### config.mk
export PLATFORM = sky130hd
export DESIGN_NAME = div_8x4_seq_flat
export DESIGN_NICKNAME = d
export VERILOG_FILES = /design/src/rtl/div_8x4_seq_if.sv /design/src/rtl/div_8x4_seq.sv /design/src/flat_wrapper.sv
export SDC_FILE = /design/constraint.sdc
export NUM_CORES = 1
export LEC_CHECK = 0
export CORE_MARGIN = 2
export CORE_UTILIZATION = 48
export CTS_BUF_LIST = sky130_fd_sc_hd__clkbuf_4
export DETAILED_ROUTE_END_ITERATION = 7
export PLACE_DENSITY = 0.84
export SYNTH_ARGS = -nofsm -noshare
export SYNTH_HDL_FRONTEND = slang
export SYNTH_SLANG_ARGS = --single-unit
### constraint.sdc
create_clock -name clk -period 1.8 [get_ports clk]
set_clock_uncertainty 0.2 [all_clocks]
set_input_delay 0.36 -clock clk [delete_from_list [all_inputs] [get_ports clk]]
set_output_delay 0.36 -clock clk [all_outputs]
set_load 0.03 [all_outputs]
### src/rtl/div_8x4_seq_if.sv
// Handshake bundle for the 8x4 sequential divider: operand side (in_*)
// and result side (out_*), each with its own valid/ready pair.
`timescale 1ns/1ps
interface div_8x4_seq_if #(
  parameter int unsigned DW = 8,
  parameter int unsigned VW = 4
);
  logic          in_valid;
  logic          in_ready;
  logic [DW-1:0] dividend;
  logic [VW-1:0] divisor;
  logic          out_valid;
  logic          out_ready;
  logic [DW-1:0] quotient;
  logic [VW-1:0] remainder;
  logic          div_by_zero;

  // Divider side.
  modport slave (
    input  in_valid, dividend, divisor, out_ready,
    output in_ready, out_valid, quotient, remainder, div_by_zero
  );

  // Producer/consumer side.
  modport master (
    output in_valid, dividend, divisor, out_ready,
    input  in_ready, out_valid, quotient, remainder, div_by_zero
  );
endinterface

### src/rtl/div_8x4_seq.sv
// Sequential restoring divider: DW-bit dividend / VW-bit divisor, one
// quotient bit per cycle, valid/ready on both operand and result sides.
`timescale 1ns/1ps
module div_8x4_seq #(
  parameter int unsigned DW = 8,
  parameter int unsigned VW = 4
) (
  input logic           clk,
  input logic           rst_n,
  div_8x4_seq_if.slave  bus
);

  localparam int unsigned CW = (DW > 1) ? $clog2(DW) : 1;

  typedef enum logic [1:0] {StIdle, StRun, StDone} state_e;

  state_e        state_q, state_d;
  logic [DW-1:0] dvd_q, dvd_d;      // dividend, shifted out MSB first
  logic [VW-1:0] dvs_q, dvs_d;      // captured divisor
  logic [VW:0]   rem_q, rem_d;      // partial remainder, one guard bit
  logic [DW-1:0] quot_q, quot_d;
  logic [CW-1:0] cnt_q, cnt_d;
  logic          out_valid_q, out_valid_d;
  logic          dbz_q, dbz_d;

  logic [VW:0]   rem_shift;
  logic [VW:0]   dvs_ext;

  // Next-state: capture on accept, one restoring step per RUN cycle, hold in DONE.
  always_comb begin
    state_d     = state_q;
    dvd_d       = dvd_q;
    dvs_d       = dvs_q;
    rem_d       = rem_q;
    quot_d      = quot_q;
    cnt_d       = cnt_q;
    out_valid_d = out_valid_q;
    dbz_d       = dbz_q;

    // The remainder is always < divisor, so dropping the top bit on shift is lossless.
    rem_shift = (rem_q << 1) | {{VW{1'b0}}, dvd_q[DW-1]};
    dvs_ext   = {1'b0, dvs_q};

    unique case (state_q)
      StIdle: begin
        if (bus.in_valid) begin
          dvd_d       = bus.dividend;
          dvs_d       = bus.divisor;
          rem_d       = '0;
          cnt_d       = CW'(DW - 1);
          out_valid_d = 1'b0;
          if (bus.divisor == '0) begin
            quot_d  = '1;
            dbz_d   = 1'b1;
            state_d = StDone;
          end else begin
            quot_d  = '0;
            dbz_d   = 1'b0;
            state_d = StRun;
          end
        end
      end
      StRun: begin
        dvd_d = {dvd_q[DW-2:0], 1'b0};
        if (rem_shift >= dvs_ext) begin
          rem_d  = rem_shift - dvs_ext;
          quot_d = {quot_q[DW-2:0], 1'b1};
        end else begin
          rem_d  = rem_shift;
          quot_d = {quot_q[DW-2:0], 1'b0};
        end
        if (cnt_q == '0) begin
          out_valid_d = 1'b1;
          state_d     = StDone;
        end else begin
          cnt_d = cnt_q - CW'(1);
        end
      end
      StDone: begin
        // Divide-by-zero arrives here with out_valid still low; raise it one cycle later.
        if (!out_valid_q) begin
          out_valid_d = 1'b1;
        end else if (bus.out_ready) begin
          out_valid_d = 1'b0;
          state_d     = StIdle;
        end
      end
      default: state_d = StIdle;
    endcase
  end

  // State and registered outputs; async active-low reset.
  always_ff @(posedge clk or negedge rst_n) begin
    if (!rst_n) begin
      state_q     <= StIdle;
      dvd_q       <= '0;
      dvs_q       <= '0;
      rem_q       <= '0;
      quot_q      <= '0;
      cnt_q       <= '0;
      out_valid_q <= 1'b0;
      dbz_q       <= 1'b0;
    end else begin
      state_q     <= state_d;
      dvd_q       <= dvd_d;
      dvs_q       <= dvs_d;
      rem_q       <= rem_d;
      quot_q      <= quot_d;
      cnt_q       <= cnt_d;
      out_valid_q <= out_valid_d;
      dbz_q       <= dbz_d;
    end
  end

  assign bus.in_ready    = (state_q == StIdle);
  assign bus.out_valid   = out_valid_q;
  assign bus.quotient    = quot_q;
  assign bus.remainder   = rem_q[VW-1:0];
  assign bus.div_by_zero = dbz_q;

endmodule
### src/flat_wrapper.sv
// flat-port wrapper written by rule: the top's interface ports become plain ports
module div_8x4_seq_flat 
#(
  parameter int unsigned DW = 8,
  parameter int unsigned VW = 4
)
  (clk, rst_n, bus_in_valid, bus_dividend, bus_divisor, bus_out_ready, bus_in_ready, bus_out_valid, bus_quotient, bus_remainder, bus_div_by_zero);
  div_8x4_seq_if #(.DW(DW), .VW(VW)) bus_i ();
  input logic clk;
  input logic rst_n;
  input wire logic [$bits(bus_i.in_valid)-1:0] bus_in_valid;
  input wire logic [$bits(bus_i.dividend)-1:0] bus_dividend;
  input wire logic [$bits(bus_i.divisor)-1:0] bus_divisor;
  input wire logic [$bits(bus_i.out_ready)-1:0] bus_out_ready;
  output wire logic [$bits(bus_i.in_ready)-1:0] bus_in_ready;
  output wire logic [$bits(bus_i.out_valid)-1:0] bus_out_valid;
  output wire logic [$bits(bus_i.quotient)-1:0] bus_quotient;
  output wire logic [$bits(bus_i.remainder)-1:0] bus_remainder;
  output wire logic [$bits(bus_i.div_by_zero)-1:0] bus_div_by_zero;
  assign bus_i.in_valid = bus_in_valid;
  assign bus_i.dividend = bus_dividend;
  assign bus_i.divisor = bus_divisor;
  assign bus_i.out_ready = bus_out_ready;
  assign bus_in_ready = bus_i.in_ready;
  assign bus_out_valid = bus_i.out_valid;
  assign bus_quotient = bus_i.quotient;
  assign bus_remainder = bus_i.remainder;
  assign bus_div_by_zero = bus_i.div_by_zero;
  div_8x4_seq #(.DW(DW), .VW(VW)) u_core (.clk(clk), .rst_n(rst_n), .bus(bus_i));
endmodule
==> impl_metrics.py <==
metrics = {
    "job": {
        "cap_viol_max_count": 0,
    },
    "sta": {
        "finalSetupViolations": 0,
        "slew_violations": 0,
        "report.final.hold_viol_count": 0,
        "fmax_mhz": 561,
        "layout_worst_path_cycle_share_pct": 99.0,
        "finalWorstPathRequiredPeriod_ns": 1.78,
        "worst_pin_slew_ns": 0.382,
        "max_slew_margin_pct": 74.6,
        "rsz0062_at_grt": "true",
    },
    "status": {
        "status": "completed",
    },
    "floorplan": {
        "fp.dieW_um": 62.6,
        "num_io_pins": 31,
        "rows": 21,
        "initial_core_utilization_pct": 49.8,
        "fp.coreArea_um2": 3310,
        "floorplan.die.height_um": 62.6,
        "dieArea_um2": 3920,
    },
    "synthesis": {
        "seq_total_area_yosys_pct": 47.0,
        "synthDominantAreaCellType": "sky130_fd_sc_hd__dfrtp_1",
        "synthesis.area_um2": 1650,
        "synthCells": 158,
        "synth_warnings": 0,
        "synth.cells.most_frequent": "sky130_fd_sc_hd__dfrtp_1, sky130_fd_sc_hd__nand2_1, sky130_fd_sc_hd__o21ai_0",
        "yosys.area.top_type_share_pct": 47.0,
        "mappedNetlistNets": 185,
        "syn_avg_cell_area_um2": 10.4,
        "yosys_register_bits": 31,
        "synth_most_common_cell": "sky130_fd_sc_hd__dfrtp_1",
        "synth.lib_cells_used.distinct": 38,
        "post_synth_main_area_contributors": "sky130_fd_sc_hd__dfrtp_1, sky130_fd_sc_hd__ha_1, sky130_fd_sc_hd__a221o_1, sky130_fd_sc_hd__mux2i_1, sky130_fd_sc_hd__o21ai_0",
        "synth_flop_cell": "sky130_fd_sc_hd__dfrtp_1",
        "async_set_or_reset_register_ratio_after_synthesis_pct": 100,
        "synth_enable_flop_cells": 0,
    },
    "placement": {
        "placedInstanceArea_um2": 2110,
        "dpl.hpwl_um": 2690,
        "io_buffers": 30,
        "globalplace.congestion": 0.783,
    },
    "cells_and_area": {
        "diodes_inserted": 0,
        "finish.net_count": 236,
        "layout-drive-gt1-share_pct": 31.9,
        "flow.area_growth_from_synthesis_pct": 40.9,
        "final.fill_count": 255,
        "postLayoutCoreUtil_pct": 70.3,
        "final_design_area_no_fill_um2": 2330,
    },
    "clock_network": {
        "cts_buf_count": 5,
        "ctsRootBufferMaster": "sky130_fd_sc_hd__clkbuf_4",
        "cts.sink_count": 31,
        "cts.hold.buffers_added": 0,
        "clk_pin_slew_worst_paths_ns": 0.10,
        "cts-htree-levels": 2,
        "tritoncts": "built",
        "clock_latency_ns": 0.34,
        "clock_path_buffers": 2,
    },
    "route": {
        "drt_drc_violations_left": 0,
        "drt-wirelength-per-cell_um": 14.9,
        "dr.pass1.iters": 4,
        "vias_per_cell": 5.48,
        "drt_wl_total_um": 3800,
        "via_total_after_detailed_routing": 1402,
        "drt-initial-drc-count": 43,
        "final_antenna_net_count": 0,
    },
    "global_route": {
        "wire_length_of_the_first_global_routing_pass_um": 6330,
        "grt_overflow_total": 0,
        "antenna_found_initial": 0,
        "grt.total_usage_pct": 20.6,
        "largest_net_degree_at_the_start_of_global_routing": 32,
        "number_of_global_route_vias_before_repair": 1441,
    },
    "setup_path": {
        "crit_path_max_fanout": 8,
        "worst_ep_arrival_time_ns": 1.22,
        "cp_data_required_time_ns": 1.24,
        "crit_type": "reg -> out",
        "endpoint_kind": "output port",
        "cp_startpoint_kind": "flop",
        "reg2reg_slack_ns": 0.03,
    },
    "pwr": {
        "peakVddDrop_mv": 0.943,
        "cellLeakagePower_nw": 1.08,
        "power_density_nw_per_um2": 1750,
    },
    "hold_path": {
        "min-delay-path-class": "in -> async",
    },
}
## kinds of logic (layout without fill, tap and decap cells)
group           Yosys count  in the layout  share of synthesized area, %
compound gates           42             42                          18.1
xor+xnor                  1              1                         0.531
fa+ha+maj                11             11                          8.79
buf+inv                  20             71                          5.53
flops                    31             31                          47.0
mux                      13             13                          8.26
simple gates             40             41                          11.8
## report_power, final
group,leakage (nW),total [mW],switching (mW),internal [mW]
clock,0.0361,0.420,0.238,0.182
combinational,0.658,2.51,1.33,1.18
sequential,0.389,1.15,0.182,0.969
total,1.08,4.08,1.75,2.34
## stage by stage
stage	setup slack, ns	cells	TNS, ns	power (mW)	hold WS (ns)
global route	-0.0345	256	-0.146	4.38	0.241
finish	0.0179	256	0	4.08	0.211
CTS	-0.0298	249	-0.0298	3.77	0.205
detailed placement	-0.235	238	-4.16	3.31	0.272
global placement	-0.205	238	-3.54	3.15	0.262
floorplan	0.00548	158	0	2.66	-0.136
## routing by layer
layer  vias to the layer above  wire [µm]  global-route usage, %
met5                         -          0                      0
met4                         0        127                   10.8
met3                        14        226                   5.77
met2                        50       1870                   35.1
met1                       665       1580                   23.6
li1                        673          -                      -
## path summary, 6_finish.rpt
path                                   startpoint                      to  depth (start not counted)
worst max-delay path            u_core.state_q[0]            bus_in_ready                          3
worst min-delay path                        rst_n         u_core.cnt_q[2]                          2
worst max register to register  u_core.state_q[0]  u_core.bus.quotient[6]                          6
worst min register to register    u_core.dvd_q[3]         u_core.dvd_q[3]                          2
max in group asynchronous                   rst_n         u_core.rem_q[1]                          2
min in group clk                  u_core.dvd_q[3]         u_core.dvd_q[3]                          2
## sequential cells by signal (all words and copies together) (netlist names)
| name | flops |
|---|---|
| u_core.dvs_q | 4 |
| u_core.dvd_q | 8 |
| u_core.bus.out_valid | 1 |
| u_core.state_q | 2 |
| u_core.rem_q | 4 |
| u_core.cnt_q | 3 |
| u_core.bus.quotient | 8 |
| u_core.bus.div_by_zero | 1 |
## layout by cell type (no fill, tap or decap), types with 2 or more instances in the layout
cell type and instances:
sky130_fd_sc_hd__buf_4 19, sky130_fd_sc_hd__nand2b_4 2, sky130_fd_sc_hd__a211oi_1 2, sky130_fd_sc_hd__a21oi_1 2, sky130_fd_sc_hd__nand2_2 2, sky130_fd_sc_hd__dfrtp_2 3
sky130_fd_sc_hd__ha_2 2, sky130_fd_sc_hd__nor4_1 3, sky130_fd_sc_hd__inv_2 7, sky130_fd_sc_hd__o21ai_0 15, sky130_fd_sc_hd__nor2_1 7, sky130_fd_sc_hd__clkbuf_4 7
sky130_fd_sc_hd__nand2_1 14, sky130_fd_sc_hd__o31ai_1 2, sky130_fd_sc_hd__and2_4 2, sky130_fd_sc_hd__dfrtp_1 28, sky130_fd_sc_hd__mux2_2 5, sky130_fd_sc_hd__ha_1 2
sky130_fd_sc_hd__o21ai_4 2, sky130_fd_sc_hd__mux2i_1 8, sky130_fd_sc_hd__dlygate4sd2_1 14, sky130_fd_sc_hd__a221o_1 10, sky130_fd_sc_hd__buf_6 3, sky130_fd_sc_hd__o211ai_1 2
sky130_fd_sc_hd__inv_1 5, sky130_fd_sc_hd__clkdlybuf4s50_1 15, sky130_fd_sc_hd__ha_4 6
## worst max-delay path: stages, from the launching register on
cell and delay, ns:
sky130_fd_sc_hd__dfrtp_1 0.42, sky130_fd_sc_hd__inv_2 0.10, sky130_fd_sc_hd__ha_4 0.21, sky130_fd_sc_hd__buf_6 0.15
## final cells by class
type | count | area [µm²] | share of cell area, %
inverters | 12 | 45.0 | 1.94
repair buffers | 51 | 449 | 19.3
flip-flops and latches | 31 | 779 | 33.5
clock inverters | 1 | 5.00 | 0.215
clock buffers | 7 | 52.6 | 2.26
multi-input cells | 108 | 937 | 40.3
well taps | 46 | 57.6 | 2.47
## repair_timing
action                     4_1_cts  5_1_grt
setup endpoints to repair       33       24
gates resized for setup         19       19
setup buffers                    3        6
gates cloned                     0        1
pin swaps                        4        5
(Power assumes the default switching activity.)
